[src/rtl/multu_seq_if.sv]
// Start/busy/done handshake and operand/product bus for the sequential MULTU unit.
interface multu_seq_if #(parameter int WIDTH = 32);
  logic                 start;
  logic [WIDTH-1:0]     dataA;
  logic [WIDTH-1:0]     dataB;
  logic                 busy;
  logic                 done;
  logic [2*WIDTH-1:0]   dataOut;

  modport master (output start, dataA, dataB, input busy, done, dataOut);
  modport slave  (input start, dataA, dataB, output busy, done, dataOut);
endinterface

[src/rtl/multu_seq.sv]
// Sequential unsigned shift-add multiplier for the HI/LO path, one partial product per clock.
// MULT_ZERO_BYPASS_EN: a zero operand completes on the accepting edge without entering RUN.
module multu_seq #(
  parameter int WIDTH = 32
) (
  input  logic        clk,
  input  logic        reset,
  multu_seq_if.slave  bus
);

  localparam int CW = $clog2(WIDTH);
  localparam logic [CW-1:0] LAST = CW'(WIDTH - 1);

  typedef enum logic [1:0] {S_IDLE, S_RUN, S_DONE} state_t;

  state_t               r_state;
  logic [2*WIDTH:0]     r_acc;
  logic [WIDTH-1:0]     r_mcand;
  logic [CW-1:0]        r_cnt;
  logic                 r_busy;
  logic                 r_done;
  logic [2*WIDTH-1:0]   r_data_out;

  logic [WIDTH:0]       w_upper;
  logic [2*WIDTH:0]     w_acc_next;
  logic                 w_zero;

  // 33-bit partial sum keeps the carry so the full 64-bit product is exact
  assign w_upper    = r_acc[0] ? ({1'b0, r_acc[2*WIDTH-1:WIDTH]} + {1'b0, r_mcand})
                               : r_acc[2*WIDTH:WIDTH];
  assign w_acc_next = {w_upper, r_acc[WIDTH-1:0]} >> 1;

`ifdef MULT_ZERO_BYPASS_EN
  assign w_zero = (bus.dataA == '0) || (bus.dataB == '0);
`else
  assign w_zero = 1'b0;
`endif

  always_ff @(posedge clk) begin
    if (reset) begin
      r_state    <= S_IDLE;
      r_acc      <= '0;
      r_mcand    <= '0;
      r_cnt      <= '0;
      r_busy     <= 1'b0;
      r_done     <= 1'b0;
      r_data_out <= '0;
    end else begin
      case (r_state)
        S_IDLE, S_DONE: begin
          r_done <= 1'b0;
          if (bus.start) begin
            r_mcand <= bus.dataA;
            r_acc   <= {{(WIDTH+1){1'b0}}, bus.dataB};
            r_cnt   <= '0;
            if (w_zero) begin
              r_data_out <= '0;
              r_done     <= 1'b1;
              r_state    <= S_DONE;
            end else begin
              r_busy  <= 1'b1;
              r_state <= S_RUN;
            end
          end else begin
            r_state <= S_IDLE;
          end
        end
        S_RUN: begin
          r_acc <= w_acc_next;
          r_cnt <= r_cnt + 1'b1;
          if (r_cnt == LAST) begin
            r_data_out <= w_acc_next[2*WIDTH-1:0];
            r_busy     <= 1'b0;
            r_done     <= 1'b1;
            r_state    <= S_DONE;
          end
        end
        default: r_state <= S_IDLE;
      endcase
    end
  end

  assign bus.busy    = r_busy;
  assign bus.done    = r_done;
  assign bus.dataOut = r_data_out;

endmodule

[src/flat_wrapper.sv]
// flat-port wrapper written by rule: the top's interface ports become plain ports
module multu_seq_flat 
#(
  parameter int WIDTH = 32
)
  (clk, reset, bus_start, bus_dataA, bus_dataB, bus_busy, bus_done, bus_dataOut);
  multu_seq_if #(.WIDTH(WIDTH)) bus_i ();
  input  logic clk;
  input  logic reset;
  input wire logic [$bits(bus_i.start)-1:0] bus_start;
  input wire logic [$bits(bus_i.dataA)-1:0] bus_dataA;
  input wire logic [$bits(bus_i.dataB)-1:0] bus_dataB;
  output wire logic [$bits(bus_i.busy)-1:0] bus_busy;
  output wire logic [$bits(bus_i.done)-1:0] bus_done;
  output wire logic [$bits(bus_i.dataOut)-1:0] bus_dataOut;
  assign bus_i.start = bus_start;
  assign bus_i.dataA = bus_dataA;
  assign bus_i.dataB = bus_dataB;
  assign bus_busy = bus_i.busy;
  assign bus_done = bus_i.done;
  assign bus_dataOut = bus_i.dataOut;
  multu_seq #(.WIDTH(WIDTH)) u_core (.clk(clk), .reset(reset), .bus(bus_i));
endmodule
[config.mk]
export PLATFORM = sky130hd
export DESIGN_NAME = multu_seq_flat
export DESIGN_NICKNAME = d
export VERILOG_FILES = /design/src/rtl/multu_seq_if.sv /design/src/rtl/multu_seq.sv /design/src/flat_wrapper.sv
export SDC_FILE = /design/constraint.sdc
export NUM_CORES = 1
export LEC_CHECK = 0
export ABC_CLOCK_PERIOD_IN_PS = 3600
export BUFFER_PORTS_ARGS = -buffer_cell sky130_fd_sc_hd__buf_2
export CORE_MARGIN = 10
export CORE_UTILIZATION = 40
export CTS_CLUSTER_SIZE = 12
export DETAILED_ROUTE_END_ITERATION = 10
export GPL_TIMING_DRIVEN = 0
export HOLD_SLACK_MARGIN = 0.08
export MAX_ROUTING_LAYER = met4
export PLACE_DENSITY = 0.7
export SYNTH_ARGS = -nofsm -noshare
export SYNTH_HDL_FRONTEND = slang
export SYNTH_SLANG_ARGS = --single-unit
[constraint.sdc]
create_clock -name clk -period 3.6 [get_ports clk]
set_input_delay 0.36 -clock clk [delete_from_list [all_inputs] [get_ports clk]]
set_output_delay 0.36 -clock clk [all_outputs]
set_load 0.03 [all_outputs]
After elaboration in Yosys (flattened, before gate mapping)
Cells that the tools add are included.

Add/subtract/negate cells: 2. Equal/unequal tests: 5. Muxes and demuxes: 13. Reduce and logical (&&, ||, !) cells: 8.

Operator list (number): $pmux W65 S2 (1); $mux W65 (1); $add A32 B32 Y33 (1); $mux W33 (1); $pmux W5 S2 (1); $reduce_and A2 Y1 (4); $add A5 B1 Y5 const B (1); $eq A5 B5 Y1 const B (1); $mux W5 (1); $mux W1 (4); $pmux W1 S2 (2); $pmux W2 S2 (1); $reduce_and A3 Y1 (1); $eq A2 B1 Y1 const B (1); $eq A2 B2 Y1 const B (1); $logic_not A2 Y1 (1); $mux W2 (1); $ne A2 B1 Y1 const B (1); $ne A2 B2 Y1 const B (1); $reduce_bool A2 Y1 (1); $reduce_or A2 Y1 (1).

Register bits: 170. Input bits: 67. Output and inout bits: 66. Word-level logic and storage cells: 35.

Logic depth before layout (Yosys ltp)
Word-level depth: 4. Gate-level depth with buffers: 10. Gate-level depth less buffers: 10.

Worst setup path after synthesis
Ideal clock, no wire load.

Kind: register -> register. From: register u_core.r_mcand[0]. To: register u_core.r_acc[57]. Library setup time: 116 ps. Data arrival time: 2545 ps. Required time: 3484 ps. Path slack: 939 ps. Cell stages (with the launch flop): 11. Buffers on the path: 0. Clock period less this slack: 2661 ps. Cell sequence: dfxtp_1 -> ha_1 -> fa_1 -> a21o_2 -> a31oi_2 -> nor4_4 -> o211ai_4 -> nor2b_2 -> or4_4 -> o211a_1 -> a41o_1.

Longest elaborated chain between the ends: 3.

RTL lines: from (decl) (line multu_seq.sv:18) `logic [WIDTH-1:0] r_mcand;`; from (signal assigned) (line multu_seq.sv:53) `r_mcand <= bus.dataA;`; $add A32 B32 Y33 (line multu_seq.sv:29) `assign w_upper = r_acc[0] ? ({1'b0, r_acc[2*WIDTH-1:WIDTH]} + {1'b0, r_mcand})`; $mux W33 (line multu_seq.sv:29); $pmux W65 S2 (line multu_seq.sv:49) `case (r_state)`; to (signal assigned) (line multu_seq.sv:54) `r_acc <= {{(WIDTH+1){1'b0}}, bus.dataB};`; to (signal assigned) (line multu_seq.sv:69) `r_acc <= w_acc_next;`; to (decl) (line multu_seq.sv:17) `logic [2*WIDTH:0] r_acc;`.

Every way passes these cells. A chain may end at the register's enable or synchronous reset.

Worst setup path in the final report
From: register u_core.r_acc[32]. To: register u_core.r_acc[59].

Longest elaborated chain between the ends: 3.

RTL lines (line): $add A32 B32 Y33 (multu_seq.sv:29); $mux W33 (multu_seq.sv:29); $pmux W65 S2 (multu_seq.sv:49).

Every way passes these cells.

==> impl_metrics.json <==
{
  "outcome": "finished clean",
  "period_needed_ps": 3230,
  "number_of_vias_per_cell": 5.63,
  "cts-htree-levels": 4,
  "route.detailed.wl_per_inst_um": 18.7,
  "sw_frac_of_total": 0.296,
  "syn_nets": 1148,
  "area.growth.synth_to_final_pct": 19.3,
  "post_synth_num_cell_types": 66,
  "max-clock-path-buffers": 2,
  "dr.pass1.iters": 6,
  "required_ps": 3910,
  "syn_area_per_cell_sq_um": 7.90,
  "power_per_cell_area_nw_per_um2": 432,
  "tritoncts": "done",
  "fin_worst_hold_slack_ps": 141,
  "timing.slew.headroom": 0.438,
  "critical_path_buf_inv_count": 0,
  "path_cells": "ha_1, fa_1, a21o_2, a31oi_2, nor4_4, o2111ai_1, nand2_1, and4_1, nor4_1, o41ai_1",
  "share_of_final_layout_standard_cells_stronger_than_drive_strength_1": 0.146,
  "tns_ps": 0,
  "timing.fmax_ghz": 0.310,
  "critical_path.slowest_cell": "sky130_fd_sc_hd__nor4_1",
  "max_cap_violations": 0,
  "synthesis.yosys.warnings": 0,
  "final_net_count": 1299,
  "totalPowerFinal_mw": 4.27,
  "synth_seq_cells": 169,
  "synth_edf_count": 0,
  "post_cts.repair.setup_buffers": 0,
  "layout.cell_area.non_filler_sq_um": 9870,
  "synthesis.instances": 1046,
  "layout.cells.most_common": "sky130_fd_sc_hd__nand2_1",
  "hp_start": "bus_dataA[21]",
  "postSynth.topFlopCell": "sky130_fd_sc_hd__dfxtp_1",
  "final_hold_viol_count": 0,
  "floorplan.die.height_um": 164,
  "detail_route.iter0.violations": 699,
  "async_flop_share": 0,
  "worst_setup_end_kind": "flop",
  "drt_drc_violations_left": 0,
  "setup_repair_after_global_routing_missed_its_margin": "no",
  "fp.dieW_um": 164,
  "r2r_cells": 10,
  "p_int_mw": 3.00,
  "cellLeakagePower_nw": 4.07,
  "global_route.overflow_total": 0,
  "hold_class": "input port to flop",
  "final-setup-viol-count": 0,
  "first_pass_grt_wire_length_mm": 43.6,
  "numPlacedInstances": 1448,
  "most-common-layout-cells": "sky130_fd_sc_hd__nand2_1, sky130_fd_sc_hd__dfxtp_1, sky130_fd_sc_hd__a21oi_1",
  "cts_made_buffers": 17,
  "r2r-start": "u_core.r_acc[32]",
  "worstSetupEndpoint": "u_core.r_acc[59]",
  "initial_utilization": 0.407,
  "portBuffers": 132,
  "final-max-slew-violation-count": 0,
  "post_dp_area_sq_um": 9270,
  "post-place-ws_ps": 468,
  "finalWeightedCongestion": 0.990,
  "num_vias": 8332,
  "cts-resized-gates": 0,
  "io-pin-count": 133,
  "grt_start_max_net_pins": 20,
  "clock_root_buffer_master": "sky130_fd_sc_hd__clkbuf_16",
  "max-vdd-ir-drop_uv": 329,
  "setup.reg_to_reg.worst_slack_ps": 370,
  "dpl.hpwl_mm": 20.8,
  "routed_wl_mm": 27.7,
  "crit_type": "flop to flop",
  "path_delay_family": "compound AO/OA/AOI/OAI gates",
  "timing.critical_path.slowest_cell_delay_ps": 510,
  "clkSinkCount": 169,
  "path_clk_slew_ps": 80,
  "clk-insertion-delay-late_ps": 450,
  "grt_util_all_layers": 0.210,
  "worst-path-max-fanout": 5,
  "worstSetupStartpoint": "u_core.r_acc[32]",
  "grt_pass1_vias": 7980,
  "relative_contribution_of_the_clock_network_to_total_power": 0.435,
  "fp-row-count": 52,
  "die_area_sq_um": 26800,
  "grt_antenna_before_repair": 1,
  "critical_path.startpoint_type": "flop",
  "worst_clock_skew_ps": 16.4,
  "ys_seq_area_frac": 0.409,
  "final_min_period_over_clock_period": 0.896,
  "total_core_area_sq_um": 20300,
  "fin_util": 0.486,
  "combPwrFrac": 0.103,
  "ctsHoldBuffers": 0,
  "reg2reg_to": "u_core.r_acc[59]",
  "syn-cell-area_sq_um": 8270,
  "postRouteAntennaNets": 0,
  "final_cells": 1481,
  "critPathArrivalTime_ps": 3530,
  "worstSetupPathDepth": 10,
  "seq_power_share": 0.463,
  "net_switching_power_mw": 1.26,
  "final_critical_path_setup_slack_ps": 374,
  "least_margin_pin_slew_ps": 840
}
==> Yosys cell counts (2+ instances only) <==
master | n | area [sq um]
sky130_fd_sc_hd__inv_1 | 6 | 22.5
sky130_fd_sc_hd__nor2_1 | 59 | 221
sky130_fd_sc_hd__o211ai_1 | 5 | 37.5
sky130_fd_sc_hd__buf_2 | 3 | 15.0
sky130_fd_sc_hd__dfxtp_1 | 169 | 3380
sky130_fd_sc_hd__and2_1 | 11 | 68.8
sky130_fd_sc_hd__a31oi_1 | 14 | 87.6
sky130_fd_sc_hd__buf_1 | 11 | 41.3
sky130_fd_sc_hd__mux2_2 | 2 | 22.5
sky130_fd_sc_hd__clkbuf_1 | 62 | 233
sky130_fd_sc_hd__o21ai_1 | 9 | 45.0
sky130_fd_sc_hd__nor4_1 | 3 | 18.8
sky130_fd_sc_hd__a21oi_1 | 158 | 791
sky130_fd_sc_hd__nand2b_1 | 2 | 12.5
sky130_fd_sc_hd__o32ai_1 | 2 | 17.5
sky130_fd_sc_hd__ha_1 | 34 | 425
sky130_fd_sc_hd__nand3_1 | 31 | 155
sky130_fd_sc_hd__nand3b_1 | 2 | 15.0
sky130_fd_sc_hd__o21bai_1 | 4 | 30.0
sky130_fd_sc_hd__xor2_1 | 10 | 87.6
sky130_fd_sc_hd__nor2b_1 | 9 | 56.3
sky130_fd_sc_hd__or3_1 | 2 | 12.5
sky130_fd_sc_hd__a32oi_1 | 3 | 26.3
sky130_fd_sc_hd__and4_1 | 5 | 43.8
sky130_fd_sc_hd__o31a_1 | 3 | 26.3
sky130_fd_sc_hd__mux2i_1 | 12 | 120
sky130_fd_sc_hd__o21ai_0 | 39 | 195
sky130_fd_sc_hd__a22o_1 | 2 | 17.5
sky130_fd_sc_hd__a311oi_1 | 3 | 26.3
sky130_fd_sc_hd__nand4_1 | 9 | 56.3
sky130_fd_sc_hd__o41ai_1 | 2 | 17.5
sky130_fd_sc_hd__xnor2_1 | 13 | 114
sky130_fd_sc_hd__a22oi_1 | 36 | 270
sky130_fd_sc_hd__and3_1 | 11 | 68.8
sky130_fd_sc_hd__o21a_1 | 7 | 52.6
sky130_fd_sc_hd__o22ai_1 | 3 | 18.8
sky130_fd_sc_hd__a211oi_1 | 14 | 105
sky130_fd_sc_hd__o211a_1 | 3 | 30.0
sky130_fd_sc_hd__a21o_1 | 17 | 128
sky130_fd_sc_hd__or4_1 | 2 | 15.0
sky130_fd_sc_hd__nor3_1 | 14 | 70.1
sky130_fd_sc_hd__nand2_1 | 216 | 811
==> worst min-delay path by stage <==
stage,depth (start not counted),slack [ps],endpoint
floorplan,2,440,u_core.r_mcand[0]
global placement,2,440,u_core.bus.dataOut[26]
detailed placement,2,440,u_core.bus.dataOut[1]
CTS,3,130,u_core.r_mcand[21]
global route,3,150,u_core.r_mcand[21]
finish,3,140,u_core.r_mcand[21]
==> worst min-delay path, delay by kind of cell <==
family / cells / cell delay (ps)
simple gates: 1 / 40
buf+inv: 1 / 90
compound gates: 1 / 50
==> state kept, by name, summed over array words and instances (netlist names) <==
| register | flops |
|---|---|
| u_core.r_state | 2 |
| u_core.r_mcand | 32 |
| u_core.r_cnt | 5 |
| u_core.r_acc | 64 |
| u_core.bus.done | 1 |
| u_core.bus.busy | 1 |
| u_core.bus.dataOut | 64 |
==> area by class of cell <==
class | instances | area, sq um
Fill cell | 2079 | 10400
Clock inverter | 15 | 173
Multi-Input combinational cell | 795 | 4570
Sequential cell | 169 | 3380
Tap cell | 270 | 338
Antenna cell | 1 | 2.50
Buffer | 76 | 289
Clock buffer | 17 | 425
Inverter | 6 | 22.5
Timing Repair Buffer | 132 | 661
==> routing by layer <==
layer  share of wire  global-route usage
met5               0                   -
met4           0.036              0.0885
met3           0.074              0.0448
met2            0.45               0.319
met1            0.44               0.267
==> power groups by stage <==
| stage | clock network [mW] | logic [mW] | registers, mW |
|---|---|---|---|
| 2_1_floorplan | 0 | 0.279 | 2.00 |
| 3_3_place_gp | 0 | 0.424 | 2.01 |
| 3_5_place_dp | 0 | 0.431 | 2.01 |
| 4_1_cts | 1.87 | 0.432 | 1.97 |
| 5_1_grt | 1.94 | 0.483 | 1.98 |
| 6_report | 1.85 | 0.438 | 1.97 |
==> cell families (layout without fill, tap and decap cells) <==
logic type,after synthesis,after routing,synth area share
AO/OA/AOI/OAI,338,338,0.250
XOR/XNOR,23,23,0.0244
adder cells (fa/ha/maj),35,35,0.0539
buffers and inverters,82,246,0.0377
flip-flops,169,169,0.409
multiplexers,15,15,0.0186
other,0,1,0
AND/OR/NAND/NOR,384,384,0.206
No activity file was read; power rests on OpenSTA's default activity.
